<file path="src/rtl/half_adder_pkg.sv">
`default_nettype none
// ============================================================================
// half_adder_pkg : default sizing and lane result type for half_adder
// Revision 1.0
// ============================================================================
package half_adder_pkg;

  localparam int HA_WIDTH_DEF = 1;
  localparam int HA_CNT_W_DEF = 16;

  typedef struct packed {
    logic carry;
    logic sum;
  } lane_res_t;

  function automatic lane_res_t ha_eval(input logic i_a, input logic i_b);
    lane_res_t r;
    r.sum   = i_a ^ i_b;
    r.carry = i_a & i_b;
    return r;
  endfunction

endpackage
`default_nettype wire

</file>
<file path="src/rtl/half_adder_cell.sv">
`default_nettype none
// ============================================================================
// half_adder_cell : one combinational 1-bit half-adder lane
// Revision 1.0
// ============================================================================
module half_adder_cell
  import half_adder_pkg::*;
(
  input  logic      a,
  input  logic      b,
  output lane_res_t res
);

  assign res = ha_eval(a, b);

endmodule
`default_nettype wire

</file>
<file path="src/rtl/half_adder.sv">
`default_nettype none
// ============================================================================
// half_adder : WIDTH independent half-adder lanes, comb + registered outputs;
// optional saturating stats counters with macro HALF_ADDER_STATS_EN.
// Revision 1.0
// ============================================================================
module half_adder
  import half_adder_pkg::*;
#(
  parameter int WIDTH = HA_WIDTH_DEF,
  parameter int CNT_W = HA_CNT_W_DEF
) (
  input  logic             clk,
  input  logic             rst,
  input  logic [WIDTH-1:0] a,
  input  logic [WIDTH-1:0] b,
  input  logic             in_valid,
`ifdef HALF_ADDER_STATS_EN
  input  logic             stats_clr,
  output logic [CNT_W-1:0] op_count,
  output logic [CNT_W-1:0] carry_count,
`endif
  output logic [WIDTH-1:0] sum_comb,
  output logic [WIDTH-1:0] carry_comb,
  output logic [WIDTH-1:0] sum,
  output logic [WIDTH-1:0] carry,
  output logic             out_valid
);

  if (WIDTH < 1 || WIDTH > 64 || CNT_W < 4 || CNT_W > 32) begin : g_param_err
    $error("half_adder: WIDTH must be 1..64 and CNT_W 4..32");
  end

  logic [WIDTH-1:0] w_sum;
  logic [WIDTH-1:0] w_carry;
  logic [WIDTH-1:0] r_sum;
  logic [WIDTH-1:0] r_carry;
  logic             r_valid;

  for (genvar i = 0; i < WIDTH; i++) begin : g_lane
    lane_res_t w_res;
    half_adder_cell u_cell (
      .a   (a[i]),
      .b   (b[i]),
      .res (w_res)
    );
    assign w_sum[i]   = w_res.sum;
    assign w_carry[i] = w_res.carry;
  end

  // Data registers only load on in_valid, so junk on idle inputs never lands.
  always_ff @(posedge clk or posedge rst) begin
    if (rst) begin
      r_sum   <= '0;
      r_carry <= '0;
      r_valid <= 1'b0;
    end else begin
      r_valid <= in_valid;
      if (in_valid) begin
        r_sum   <= w_sum;
        r_carry <= w_carry;
      end
    end
  end

  assign sum_comb   = w_sum;
  assign carry_comb = w_carry;
  assign sum        = r_sum;
  assign carry      = r_carry;
  assign out_valid  = r_valid;

`ifdef HALF_ADDER_STATS_EN
  localparam logic [CNT_W-1:0] C_ONE = CNT_W'(1);

  logic [CNT_W-1:0] r_op_count;
  logic [CNT_W-1:0] r_carry_count;

  // Clear outranks increment; counters stick at all-ones.
  always_ff @(posedge clk or posedge rst) begin
    if (rst) begin
      r_op_count    <= '0;
      r_carry_count <= '0;
    end else if (stats_clr) begin
      r_op_count    <= '0;
      r_carry_count <= '0;
    end else if (in_valid) begin
      if (r_op_count != '1)
        r_op_count <= r_op_count + C_ONE;
      if ((|w_carry) && (r_carry_count != '1))
        r_carry_count <= r_carry_count + C_ONE;
    end
  end

  assign op_count    = r_op_count;
  assign carry_count = r_carry_count;
`endif

endmodule
`default_nettype wire

</file>
<file path="config.mk">
export PLATFORM = sky130hd
export DESIGN_NAME = half_adder
export DESIGN_NICKNAME = d
export VERILOG_FILES = /design/src/rtl/half_adder_pkg.sv /design/src/rtl/half_adder_cell.sv /design/src/rtl/half_adder.sv
export SDC_FILE = /design/constraint.sdc
export NUM_CORES = 1
export LEC_CHECK = 0
export ABC_CLOCK_PERIOD_IN_PS = 1100
export BUFFER_PORTS_ARGS = -buffer_cell sky130_fd_sc_hd__buf_2
export CAP_MARGIN = 25
export CORE_AREA = 2 2 39 41
export CTS_CLUSTER_DIAMETER = 80
export DETAILED_ROUTE_END_ITERATION = 12
export DIE_AREA = 0 0 41 43
export SKIP_LAST_GASP = 1
export SLEW_MARGIN = 5
export SYNTH_ARGS = -nofsm -noshare
export SYNTH_HDL_FRONTEND = slang
export SYNTH_HIERARCHICAL = 1
export SYNTH_SLANG_ARGS = --single-unit
</file>
<file path="constraint.sdc">
create_clock -name clk -period 1.1 [get_ports clk]
set_clock_uncertainty 0.15 [all_clocks]
set_input_delay 0.055 -clock clk [delete_from_list [all_inputs] [get_ports clk]]
set_output_delay 0.055 -clock clk [all_outputs]
set_load 0.01 [all_outputs]
</file>
==> run metrics <==
max-cap violations 0; DRC Markers 0; WL/cell 7.974 um; via/cell ratio 2.842; die height 43 um; grt ovf 0; Die X 41 um; Mapped Area 113.9 um^2; Area Overhead vs Synth 97.80%; CP max-delay cell dlygate4sd3_1; first-pass GRT wire length 420 um; fmax 942.9 MHz; Place WS 0.1247 ns; RD Place Congestion 0.5356; crit path setup slack, layout 0.03948 ns; wire length on met2 91 um; DRT Wirelength 303 um; type of origin of the critical path input port; H-tree levels 1; R2R Setup Slk 0.20 ns; Clock Pin Slew Worst Setup and Hold Paths 0.04 ns; RSZ-0062 raised after global routing false; port buffer count 9; CTS tree yes; # rows 14; number of global-route vias before repair 104; detailed-route via count 108; number of synthesized register bits 3; Arr. time, crit path 1.02 ns; Leak 0.1186 nW; crit path cell chain dlygate4sd3_1 > buf_2 > mux2_2; sequential share of the synthesized area 0.6593; I/O Pins 10; fin crit share 0.9641; post-layout minimum cycle time 1.061 ns; max layer used met4; top post-synthesis cells by area dfrtp_1, mux2_2, ha_1; Root Driver clkbuf_4; WL met1 141 um; maximum VDD drop 179.7 uV; clock sinks 3; Crit Path Category input port to flip-flop; post-synthesis cell type with the largest combined area dfrtp_1; antenna diode instance count 0; 1st-pass router iterations 2; worst-skew pair later-pin latency 0.23 ns; area share of the largest cell type after synthesis 0.6593; core area 0.001384 mm^2; max_slew headroom 0.9273; Power, Total 0.3737 mW; ANT nets after route 0; WL met3 63 um; gr usage total 0.04623; post_cts resized 0; hold violation count in the final report 0; layout cells sized above 1 0.6364; Avg Inst Size Synth 16.27 um^2; CTS buffer count 3; largest net degree at the start of global routing 4; Critical Path End Type flip-flop; fin. max-slew vios 0; NumNets Final 29; fillcell total 161; DRT iter0 DRCs 1; Required @ worst endpoint 1.06 ns; synthesized instance count 7; Pwr per Cell Area 1659 mW/mm^2; post-synthesis net count 13; critical path's largest stage delay 0.51 ns; final core occ 0.1627; Cell variety after synth 4; commonest cells after routing, fill and taps aside buf_2, dfrtp_1, clkbuf_4; largest fanout on the critical path 3; worst-margin pin slew 0.1090 ns; Initial Utilization 0.08228; outcome complete, no violations; Syn. warnings 6; Setup violations, final 0; most common cell after layout, fill and taps aside buf_2; worst hold path type input port to flip-flop; TNS Setup 0 ns; maximum clock path buffer count 2; antenna violations before repair 0; Die ar. 0.001763 mm^2
## kinds of logic (layout without fill, tap and decap cells)
logic type                 after synthesis  after routing  share of synthesized area
adders and majority gates                1              1                     0.1099
muxes                                    2              2                     0.1978
buffers and inverters                    1             16                    0.03294
DFF                                      3              3                     0.6593
## registers in the layout, summed over array words and instances, names as in the netlist
signal	count
out_valid	1
sum	1
carry	1
## critical path, delay by kind of cell
family / cells / cell delay (ns)
buffers and inverters: 2 / 0.64
multiplexers: 1 / 0.33
## Yosys cell counts (all sizes together)
master / count
dfrtp: 3
mux2: 2
ha: 1
inv: 1
## power breakdown
group	total (mW)	internal, mW	leakage [nW]	switching, mW
clock network	0.193	0.136	0.0150	0.0566
registers	0.126	0.122	0.0362	0.00475
logic	0.0548	0.0300	0.0673	0.0247
total	0.374	0.288	0.119	0.0861
## per-stage QoR
| step | hold slack [ns] | instances | instance area [um^2] |
|---|---|---|---|
| final | 0.05201 | 38 | 225.2 |
| after detailed placement | -0.2263 | 32 | 178.9 |
| after floorplan | -0.3414 | 7 | 113.9 |
| after global placement | -0.2279 | 32 | 178.9 |
| after CTS | 0.04557 | 38 | 225.2 |
| after global routing | 0.06702 | 38 | 225.2 |
## final cells by class
type	count	area, um^2	area share
flip-flops and latches	3	75.07	0.3333
repair buffers	11	65.06	0.2889
multi-input cells	3	35.03	0.1556
clock buffers	4	26.28	0.1167
well taps	16	20.02	0.08889
inverters	1	3.754	0.01667
## worst paths after layout
check	from	to	depth (start not counted)
max	in_valid	sum$_DFFE_PP0P_	3
min	b	sum$_DFFE_PP0P_	3
max reg2reg	sum$_DFFE_PP0P_	sum$_DFFE_PP0P_	1
min reg2reg	carry$_DFFE_PP0P_	carry$_DFFE_PP0P_	1
max in group asynchronous	rst	sum$_DFFE_PP0P_	3
min in group asynchronous	rst	out_valid$_DFF_PP0_	3
## routing by layer
| layer | vias up | track usage |
|---|---|---|
| li1 | 53 | - |
| met1 | 43 | 0.04516 |
| met2 | 10 | 0.03438 |
| met3 | 2 | 0.04712 |
| met4 | 0 | 0.08000 |
| met5 | - | 0 |
## timing repair
action	4_1_cts	5_1_grt
hold buffers	2	0
endpoints found under the hold margin	6	0
setup buffers	0	0
No activity file was read; power rests on OpenSTA's default activity.
